**src/rtl/trng_key_fetch.sv**
```systemverilog
// TRNG key fetcher: reads key words from a TRNG data register over OBI whenever the
// TRNG signals availability, and buffers them in a small FIFO for a key consumer.
// Optional build macro TRNG_FETCH_HEALTH_EN enables a repetition health check that
// drops a returned word equal to the previous one and pulses repeat_err_o.
module trng_key_fetch #(
  parameter logic [31:0] DATA_ADDR     = 32'h0000_0000,
  parameter int unsigned FIFO_DEPTH    = 4,
  parameter int unsigned SETTLE_CYCLES = 2
) (
  input  logic                          clk_i,
  input  logic                          rst_i,
  input  logic                          enable_i,
  input  logic                          trng_intr_i,
  output logic                          req_o,
  output logic [31:0]                   addr_o,
  output logic                          we_o,
  output logic [3:0]                    be_o,
  output logic [31:0]                   wdata_o,
  input  logic                          gnt_i,
  input  logic                          rvalid_i,
  input  logic [31:0]                   rdata_i,
  output logic [31:0]                   key_o,
  output logic                          key_valid_o,
  input  logic                          key_ready_i,
  output logic [$clog2(FIFO_DEPTH):0]   level_o,
  output logic                          repeat_err_o
);

  localparam int unsigned AW = $clog2(FIFO_DEPTH);
  localparam int unsigned LW = AW + 1;

  typedef enum logic [1:0] {StIdle, StReq, StWaitRsp, StSettle} state_e;

  state_e          state_q, state_d;
  logic [3:0]      cnt_q, cnt_d;
  logic [LW-1:0]   level_q, level_d;
  logic [AW-1:0]   wptr_q, rptr_q;
  logic [31:0]     mem_q [FIFO_DEPTH];
  logic            rsp_fire, repeat_hit, push, pop;

  // Read-only bus: the request attributes never change.
  assign addr_o  = DATA_ADDR;
  assign we_o    = 1'b0;
  assign be_o    = 4'hF;
  assign wdata_o = 32'h0;

  assign rsp_fire    = (state_q == StWaitRsp) && rvalid_i;
  assign push        = rsp_fire && !repeat_hit;
  assign key_valid_o = (level_q != '0);
  assign pop         = key_valid_o && key_ready_i;
  assign level_o     = level_q;
  // Gate the head word so key_o reads zero whenever the buffer is empty.
  assign key_o       = key_valid_o ? mem_q[rptr_q] : 32'h0;

`ifdef TRNG_FETCH_HEALTH_EN
  logic [31:0] last_q;
  logic        last_valid_q;
  logic        repeat_err_q;

  assign repeat_hit   = rsp_fire && last_valid_q && (rdata_i == last_q);
  assign repeat_err_o = repeat_err_q;

  // Remember the last returned word and register the repeat pulse.
  always_ff @(posedge clk_i or posedge rst_i) begin
    if (rst_i) begin
      last_q       <= 32'h0;
      last_valid_q <= 1'b0;
      repeat_err_q <= 1'b0;
    end else begin
      repeat_err_q <= repeat_hit;
      if (rsp_fire) begin
        last_q       <= rdata_i;
        last_valid_q <= 1'b1;
      end
    end
  end
`else
  assign repeat_hit   = 1'b0;
  assign repeat_err_o = 1'b0;
`endif

  // FSM state and settle counter registers.
  always_ff @(posedge clk_i or posedge rst_i) begin
    if (rst_i) begin
      state_q <= StIdle;
      cnt_q   <= 4'd0;
    end else begin
      state_q <= state_d;
      cnt_q   <= cnt_d;
    end
  end

  // Next-state logic; a slot is reserved on leaving IDLE, so a push never overflows.
  always_comb begin
    state_d = state_q;
    cnt_d   = cnt_q;
    req_o   = 1'b0;
    unique case (state_q)
      StIdle: begin
        if (enable_i && trng_intr_i && (level_q < LW'(FIFO_DEPTH))) state_d = StReq;
      end
      StReq: begin
        req_o = 1'b1;
        // A grant in the same cycle as enable dropping still commits the transfer.
        if (gnt_i) state_d = StWaitRsp;
        else if (!enable_i) state_d = StIdle;
      end
      StWaitRsp: begin
        if (rvalid_i) begin
          state_d = StSettle;
          cnt_d   = 4'd0;
        end
      end
      StSettle: begin
        if (cnt_q == 4'(SETTLE_CYCLES - 1)) state_d = StIdle;
        else cnt_d = 4'(cnt_q + 4'd1);
      end
      default: state_d = StIdle;
    endcase
  end

  // Occupancy update from push/pop.
  always_comb begin
    level_d = level_q;
    unique case ({push, pop})
      2'b10:   level_d = LW'(level_q + 1'b1);
      2'b01:   level_d = LW'(level_q - 1'b1);
      default: level_d = level_q;
    endcase
  end

  // FIFO pointers and occupancy; pointers wrap naturally at the power-of-two depth.
  always_ff @(posedge clk_i or posedge rst_i) begin
    if (rst_i) begin
      wptr_q  <= '0;
      rptr_q  <= '0;
      level_q <= '0;
    end else begin
      level_q <= level_d;
      if (push) wptr_q <= AW'(wptr_q + 1'b1);
      if (pop)  rptr_q <= AW'(rptr_q + 1'b1);
    end
  end

  // FIFO storage; contents need no reset since key_o is gated by occupancy.
  always_ff @(posedge clk_i) begin
    if (push) mem_q[wptr_q] <= rdata_i;
  end

endmodule

```
**config.mk**
```make
export PLATFORM = sky130hd
export DESIGN_NAME = trng_key_fetch
export DESIGN_NICKNAME = d
export VERILOG_FILES = /design/src/rtl/trng_key_fetch.sv
export SDC_FILE = /design/constraint.sdc
export NUM_CORES = 1
export LEC_CHECK = 0
export BUFFER_PORTS_ARGS = -buffer_cell sky130_fd_sc_hd__buf_2
export CAP_MARGIN = 20
export CORE_MARGIN = 2
export CORE_UTILIZATION = 49
export CTS_CLUSTER_DIAMETER = 40
export DETAILED_ROUTE_END_ITERATION = 8
export PLACE_DENSITY = 0.78
export SLEW_MARGIN = 20
export SYNTH_ARGS = -nofsm -noshare
export SYNTH_HDL_FRONTEND = slang
export SYNTH_SLANG_ARGS = --single-unit
```
**constraint.sdc**
```tcl
create_clock -name clk_i -period 3.04 [get_ports clk_i]
set_clock_uncertainty 0.2 [all_clocks]
set_input_delay 0.152 -clock clk_i [delete_from_list [all_inputs] [get_ports clk_i]]
set_output_delay 0.152 -clock clk_i [all_outputs]
set_load 0.02 [all_outputs]
```
==> results by group <==
Drt
  • First-pass DRT Iterations: 4
  • Routed vias: between 3000 and 4000
  • DR WL/cell: ~17 um
  • DRC Markers: 0
  • Total Wirelength: 10930 um
  • Initial drt markers: between 200 and 250
  • DR vias/cell: 4.755
  • Antenna viol nets, final: 0

Floorplanning
  • Total core area: 0.01216 sq mm
  • Chip height: about 120 um
  • Initial Util: approximately half
  • Ports: 146
  • DIE AREA: 0.01350 sq mm
  • Die width: between 100 and 150 um
  • Row Count: 40

Power
  • Worst ir drop on vdd: 0.0007929 V
  • Lkg Pwr: around 2.8 nW
  • Power Density: about 940 mW/mm^2

Synthesis
  • Post-synth top cells: 128 x edfxtp_1, 70 x buf_4, 37 x and2_1, 28 x mux4_2, 13 x dfrtp_1
  • Dominant cells by area after synthesis: edfxtp_1 62%, mux4_2 10%, buf_4 8.5%
  • #FFs+latches synth: 141
  • Post-synth ARST share: 9.220%
  • Register area share after synthesis: 67.61%
  • Share of Yosys cell area claimed by the top area cell type: 62.34%
  • Yosys cell types: 33
  • Synthesis Warnings: 0
  • Avg Cell Area, Syn: between 15 and 20 sq um
  • Mapped Area: 0.006166 sq mm
  • Syn Inst Count: ~350
  • Dominant synthesized flop cell: edfxtp_1
  • Post-synth top area cell: edfxtp_1
  • Number of synthesized flops with an enable pin: between 100 and 150
  • Most common cell in the netlist: edfxtp_1

STA
  • Final setup viols: 0
  • Setup_tns: 0 ps
  • Fin. Hold Viols: 0
  • Worst hold slack: approximately 95 ps
  • Worst rel slew slack: a little under half
  • F_max: ~400 MHz
  • RSZ-0062 raised after global routing: no
  • Fin crit period: 2498 ps
  • Fin. max-slew vios: 0
  • Fin crit share: 82.17%
  • Worst-Margin Slew: about 800 ps

Critical path
  • CP Launch Type: flip-flop
  • Max FO, Critical Path: 10
  • Critical path type: reg -> out
  • Critical Path End Type: output pin
  • WP data required: approximately 2700 ps
  • Worst Path Arrival: between 2000 and 2500 ps

Hold path
  • HP Class: in -> reg

Clocking
  • TritonCTS clock tree: done
  • CTS buffer count: 17
  • Post-CTS setup-driven buffer insertion count: 0
  • Number of hold buffers added after CTS: 38
  • CTS Sinks: 141
  • Max Root-Sink Buffers: 2
  • Post-CTS sizing: 0
  • Clk_lat worst skew: 410 ps
  • Root Driver: clkbuf_16
  • Clock transition at path regs: approximately 60 ps
  • H-Tree Depth: 4

Layout
  • # diodes: 0
  • Post-layout util: between 60 and 70%
  • Nets: about 520
  • Flip-flop and latch area: 0.004172 sq mm
  • Fillers: roughly 850
  • Synth-to-layout area growth: 20.96%
  • Multi-input gate area: between 0.0015 and 0.002 sq mm
  • Share of cells above drive strength 1: 30.20%

Place
  • RD Place Congestion: about 0.79
  • Post-DP HPWL: between 6000 and 7000 um
  • IO Port Bufs: 75

Global route
  • Initial antenna violation count: 0
  • Tot GR Track Use: 17.54%
  • First-pass GRT wire length: around 17000 um
  • Gr ovfl total: 0
  • Largest net degree at the start of global routing: 35
  • Vias in the first global route: between 3000 and 4000

Status
  • Outcome: finished clean

Job
  • # Max-Cap Violations: 0
-- critical path: stages (launching register included) --
cell     delay (ps)
dfrtp_2         560
buf_4           290
mux4_1          560
and2_1          160
buf_2           150
-- stage by stage --
step	setup WS [ps]	std cells	total power [mW]	instance area [sq um]
floorplan	796.8	421	4.388	6421
global placement	793.7	588	4.912	6481
detailed placement	707.9	588	4.966	6481
CTS	491.9	658	7.084	7458
global route	411.5	658	7.389	7458
finish	542.0	658	7.019	7458
-- layout make-up --
type	count	area share (%)
Sequential cell	141	55.93
Timing Repair Buffer	122	11.54
Clock inverter	14	2.248
Multi-Input combinational cell	186	21.25
Tap cell	168	2.818
Inverter	9	0.4529
Clock buffer	18	5.754
-- state kept, by name, indices dropped and copies added, names as in the netlist, named ones only --
register	count
state_q	1
cnt_q	4
level_o	3
rptr_q	2
mem_q	128
wptr_q	2
-- worst paths after layout --
kind,slack [ps],cells past startpoint,start,to
worst min-delay path,90,3,rvalid_i,wptr_q[0]
min in group asynchronous,110,3,rst_i,cnt_q[3]
worst max-delay path,540,4,rptr_q[0],key_o[31]
max in group asynchronous,2150,3,rst_i,rptr_q[1]
worst max register to register,720,4,state_q[0],mem_q[0][18]
worst min register to register,310,1,cnt_q[2],cnt_q[2]
-- placed cells by master (no fill, tap or decap), types with 3 or more instances in the layout --
| cell type | synthesis | routed |
|---|---|---|
| mux4_1 | 4 | 4 |
| and2_1 | 37 | 33 |
| clkbuf_16 | 0 | 17 |
| mux4_2 | 28 | 28 |
| ha_1 | 7 | 7 |
| inv_1 | 9 | 9 |
| xor2_1 | 3 | 3 |
| o311ai_0 | 3 | 3 |
| buf_4 | 70 | 6 |
| clkinv_4 | 0 | 4 |
| conb_1 | 2 | 70 |
| nand2_1 | 6 | 6 |
| dlygate4sd3_1 | 0 | 38 |
| buf_12 | 2 | 3 |
| dfrtp_1 | 13 | 11 |
| nor2_1 | 4 | 4 |
| and2_2 | 0 | 4 |
| buf_2 | 4 | 75 |
| xnor2_1 | 3 | 3 |
| edfxtp_1 | 128 | 128 |
| bufinv_16 | 0 | 3 |
| nand3_1 | 6 | 6 |
-- power by group --
group	internal (mW)	leakage [nW]	switching [mW]
registers	2.40	1.31	0.256
logic	1.04	1.24	1.27
clock network	1.29	0.290	0.769
total	4.73	2.84	2.29
-- kinds of logic (layout without fill, tap and decap cells) --
family	after synthesis	count (layout)	share of synthesized area (%)
buffers and inverters	94	163	10.90
adders and majority gates	8	8	1.745
DFF	141	141	67.61
xor gates and xnor gates	6	6	0.8524
AOI/OAI and AO/OA	10	10	1.116
other	2	70	0.1218
muxes	34	34	12.28
and+or+nand+nor	58	58	5.378
-- layer usage --
layer	track usage [%]	vias up	share of wire, %
met5	0	-	0
met4	4.683	0	0.77
met3	6.694	11	7.1
met2	28.69	149	49
met1	22.37	1541	43
li1	-	1428	-
(Power assumes the default switching activity.)
